**src/rtl/bus_xfer_master.sv**
```systemverilog
// Master-side transfer sequencer for the unit bus: reads a word from a source unit
// (or takes an immediate) and writes it to a destination unit, with a per-phase timeout.
module bus_xfer_master #(
    parameter int unsigned DATA_W  = 16,
    parameter int unsigned TIMEOUT = 15
) (
    input  logic              i_clk,
    input  logic              i_rst_n,
    input  logic              i_req_valid,
    output logic              o_req_ready,
    input  logic [3:0]        i_req_src_id,
    input  logic [3:0]        i_req_src_cmd,
    input  logic [3:0]        i_req_dst_id,
    input  logic [3:0]        i_req_dst_cmd,
    input  logic [DATA_W-1:0] i_req_imm,
    output logic [3:0]        o_read_id,
    output logic [3:0]        o_read_command,
    input  logic [DATA_W-1:0] i_rd_data,
    input  logic              i_rd_valid,
    output logic [3:0]        o_write_id,
    output logic [3:0]        o_write_command,
    output logic [DATA_W-1:0] o_wr_data,
    output logic              o_wr_valid,
    input  logic              i_wr_ack,
    output logic              o_busy,
    output logic              o_done,
    output logic              o_error,
    output logic [7:0]        o_xfer_count
);

    localparam int unsigned CNT_W = $clog2(TIMEOUT);

    typedef enum logic [1:0] {StIdle, StRead, StWrite} state_e;

    state_e            state_q;
    logic [3:0]        src_id_q, src_cmd_q, dst_id_q, dst_cmd_q;
    logic [DATA_W-1:0] data_q;
    logic [CNT_W-1:0]  cnt_q;
    logic              done_q, error_q;
    logic [7:0]        count_q;
    logic              expired;

    // Last cycle of the wait window; a same-cycle valid/ack still takes priority.
    assign expired = (cnt_q == CNT_W'(TIMEOUT - 1));

    always_ff @(posedge i_clk or negedge i_rst_n) begin
        if (!i_rst_n) begin
            state_q   <= StIdle;
            src_id_q  <= '0;
            src_cmd_q <= '0;
            dst_id_q  <= '0;
            dst_cmd_q <= '0;
            data_q    <= '0;
            cnt_q     <= '0;
            done_q    <= 1'b0;
            error_q   <= 1'b0;
            count_q   <= '0;
        end else begin
            done_q  <= 1'b0;
            error_q <= 1'b0;
            unique case (state_q)
                StIdle: begin
                    if (i_req_valid) begin
                        src_id_q  <= i_req_src_id;
                        src_cmd_q <= i_req_src_cmd;
                        dst_id_q  <= i_req_dst_id;
                        dst_cmd_q <= i_req_dst_cmd;
                        data_q    <= i_req_imm;
                        cnt_q     <= '0;
                        if (i_req_src_id != 4'd0) begin
                            state_q <= StRead;
                        end else if (i_req_dst_id != 4'd0) begin
                            state_q <= StWrite;
                        end else begin
                            done_q  <= 1'b1;
                            count_q <= count_q + 8'd1;
                        end
                    end
                end
                StRead: begin
                    if (i_rd_valid) begin
                        data_q <= i_rd_data;
                        cnt_q  <= '0;
                        if (dst_id_q != 4'd0) begin
                            state_q <= StWrite;
                        end else begin
                            state_q <= StIdle;
                            done_q  <= 1'b1;
                            count_q <= count_q + 8'd1;
                        end
                    end else if (expired) begin
                        state_q <= StIdle;
                        error_q <= 1'b1;
                        cnt_q   <= '0;
                    end else begin
                        cnt_q <= cnt_q + CNT_W'(1);
                    end
                end
                StWrite: begin
                    if (i_wr_ack) begin
                        state_q <= StIdle;
                        done_q  <= 1'b1;
                        count_q <= count_q + 8'd1;
                        cnt_q   <= '0;
                    end else if (expired) begin
                        state_q <= StIdle;
                        error_q <= 1'b1;
                        cnt_q   <= '0;
                    end else begin
                        cnt_q <= cnt_q + CNT_W'(1);
                    end
                end
                default: state_q <= StIdle;
            endcase
        end
    end

    assign o_req_ready     = (state_q == StIdle);
    assign o_busy          = (state_q != StIdle);
    assign o_read_id       = (state_q == StRead)  ? src_id_q  : 4'd0;
    assign o_read_command  = (state_q == StRead)  ? src_cmd_q : 4'd0;
    assign o_write_id      = (state_q == StWrite) ? dst_id_q  : 4'd0;
    assign o_write_command = (state_q == StWrite) ? dst_cmd_q : 4'd0;
    assign o_wr_valid      = (state_q == StWrite);
    assign o_wr_data       = (state_q == StWrite) ? data_q : '0;
    assign o_done          = done_q;
    assign o_error         = error_q;
    assign o_xfer_count    = count_q;

endmodule

```
**config.mk**
```make
export PLATFORM = sky130hd
export DESIGN_NAME = bus_xfer_master
export DESIGN_NICKNAME = d
export VERILOG_FILES = /design/src/rtl/bus_xfer_master.sv
export SDC_FILE = /design/constraint.sdc
export NUM_CORES = 1
export LEC_CHECK = 0
export ABC_AREA = 1
export CORE_MARGIN = 4
export CORE_UTILIZATION = 51
export DETAILED_ROUTE_END_ITERATION = 8
export DONT_BUFFER_PORTS = 1
export PLACE_DENSITY = 0.78
export REMOVE_ABC_BUFFERS = 1
export SYNTH_ARGS = -nofsm -noshare
export SYNTH_HDL_FRONTEND = slang
export SYNTH_SLANG_ARGS = --single-unit
```
**constraint.sdc**
```tcl
create_clock -name i_clk -period 2.37 [get_ports i_clk]
set_input_delay 0.3555 -clock i_clk [delete_from_list [all_inputs] [get_ports i_clk]]
set_output_delay 0.3555 -clock i_clk [all_outputs]
set_load 0.1 [all_outputs]
```
==> run_results.csv <==
group,metric,value,unit
timing,worst_pin_slew,0.5568,ns
yosys,ys_seq_elements,48,
clock_tree,clockBufferDepth,2,
cells_and_area,antenna_cells,0,
drt,wl,6736,um
clock_tree,numCtsBuffers,5,
setup_path,arrival,1.85,ns
timing,fmax,0.4532,GHz
drt,vias,2343,
place,gp_congestion,0.9251,
place,portBuffers,0,
drt,routed_via_density,5.172,
place,place_hpwl,5133,um
cells_and_area,multi_input_comb_area,1205,um2
timing,rsz0062_at_grt,"no",
timing,max-slew-margin-rel,62.88,%
timing,clock_skew,0.008755,ns
timing,hold_viol_final,0,
yosys,syn_avg_cell_area,7.929,um2
drt,drc,0,
die,initial_utilization,52.47,%
drt,wire_per_inst,14.87,um
clock_tree,htree_levels,2,
setup_path,critPathCaptureType,"output port",
clock_tree,clk_latency,0.30,ns
run,cap_violations,0,
yosys,synth_area,2680,um2
yosys,synth_edf_count,0,
cells_and_area,synthToLayoutAreaGrowth,33.24,%
die,boundaryPins,98,
cells_and_area,final_nets,444,
yosys,ys_async_sr_fraction,100.0,%
place,dpl.cell_count,444,
setup_path,crit_path_start_kind,"flip-flop",
global_route,overflow,0,
timing,min_period,2.206,ns
die,core,5107,um2
timing,finalCritPeriodShare,93.10,%
yosys,synth_most_common_cell,"nand2_1",
yosys,yosysSeqAreaShare,44.82,%
global_route,grt_pass1_wl,11020,um
yosys,synth_cell_types,31,
die,fp.dieW,80.49,um
global_route,grt_max_degree,49,
yosys,synth_top_cells_by_area,"dfrtp_1 (45%), nand2_1 (17%), inv_1 (7.1%)",
drt,firstDrtPassIters,4,
timing,setup_viol,0,
setup_path,crit_fanout,27,
yosys,yosysTopAreaCell,"dfrtp_1",
clock_tree,cts_tree,"done",
setup_path,required,2.01,ns
timing,fin_tns_setup,0,ns
yosys,synth_flop_cell,"dfrtp_1",
min_path,min_path_type,"input pin to flip-flop",
timing,finalMaxSlewViolations,0,
drt,drtAntennaViolNets,0,
die,rows,26,
global_route,antenna_found_initial,0,
clock_tree,post_cts_buffers,0,
drt,drt-initial-drc-count,119,
global_route,track_usage,22.01,%
clock_tree,clkTransAtPathRegs,0.08,ns
global_route,grt_pass1_vias,2410,
yosys,synthCells,338,
run_status,outcome,"complete, no violations",
yosys,yosys_warnings,0,
yosys,ys_top_cells_by_count,"nand2_1 (119), inv_1 (51), dfrtp_1 (48), nor2_1 (30), a31oi_1 (16)",
cells_and_area,nFillCells,383,
die,die-area,6479,um2
setup_path,worstSetupPathType,"flip-flop to output port",
cells_and_area,instances_no_fill,453,
clock_tree,ctsRootBufferMaster,"clkbuf_8",
die,die_y,80.49,um
clock_tree,clock_sinks,48,
cells_and_area,seq_area,1201,um2
cells_and_area,drive_above_1_share,20.89,%
yosys,synth_top_cell_area_share,44.82,%
metrics by stage:
step	hold slack [ns]	instance area, um2	setup WS [ns]	util, %
after floorplan	0.05991	2603	-0.4194	-
after global placement	0.06118	3453	0.4993	67.61
after detailed placement	0.06142	3453	0.3517	67.61
after CTS	0.1930	3568	0.08388	69.87
after global routing	0.1890	3571	0.06271	69.92
final	0.1952	3571	0.1636	69.92
registers in the layout, summed over array words and instances, names as in the netlist:
name,cells
dst_id_q,4
src_cmd_q,4
dst_cmd_q,4
src_id_q,4
o_done,1
state_q,2
o_error,1
data_q,16
cnt_q,4
o_xfer_count,8
cell usage in the layout (no fill, tap or decap), types with 2 or more instances in the layout:
cell	count
nor2_4	2
ha_1	6
a21oi_1	2
nand2_1	119
dfrtp_1	48
nor3_1	2
mux2_2	14
inv_1	51
xnor2_1	2
nand2_2	2
o21ai_0	3
clkbuf_8	5
nor2_1	30
a31oi_1	16
ha_2	2
xor2_1	5
mux2_1	2
buf_4	16
buf_12	32
nand3_1	9
final timing paths:
path / to / cells past startpoint / from / slack [ns]
worst max-delay path: o_write_id[0] / 5 / state_q[0] / 0.16
worst min-delay path: dst_cmd_q[1] / 1 / i_req_dst_cmd[1] / 0.20
worst max register to register: cnt_q[2] / 8 / state_q[0] / 0.43
worst min register to register: src_cmd_q[3] / 1 / src_cmd_q[3] / 0.51
max in group asynchronous: cnt_q[1] / 2 / i_rst_n / 1.60
min in group asynchronous: dst_id_q[3] / 2 / i_rst_n / 0.57
cells by family (layout without fill, tap and decap cells):
group	after synthesis	after routing	share of synthesized area [%]
buffers and inverters	65	110	10.41
muxes	16	16	6.723
xor gates and xnor gates	7	7	2.288
adders and majority gates	8	8	3.735
and+or+nand+nor	168	168	25.91
AOI/OAI and AO/OA	26	26	6.116
DFF	48	48	44.82
timing repair:
item / CTS / global route
resized for setup: 0 / 1
endpoints found under the setup margin: 0 / 3
endpoints found under the hold margin: 48 / 0
hold buffers: 2 / 0
cell type report:
| cell class | instances | share of cell area, % |
|---|---|---|
| tap | 70 | 2.453 |
| sequential | 48 | 33.64 |
| multi-input combinational | 225 | 33.74 |
| timing repair buffer | 50 | 22.35 |
| clock inverter | 1 | 0.1402 |
| clock buffer | 6 | 2.032 |
| inverter | 53 | 5.641 |
critical path: stages, from the launching register on:
cell	delay [ns]
dfrtp_1	0.43
inv_1	0.12
ha_2	0.55
nand2_1	0.12
inv_1	0.14
buf_12	0.18
per-layer routing:
metal | global-route usage, % | wire, um | vias to the layer above
met4 | 8.446 | 214 | 0
met1 | 25.23 | 2493 | 1105
li1 | - | - | 1123
met5 | 0 | 0 | -
met2 | 38.74 | 3423 | 97
met3 | 6.054 | 604 | 18
Power is not shown: default switching activity piles up to over one toggle a cycle in this logic, so the estimate is an artifact.
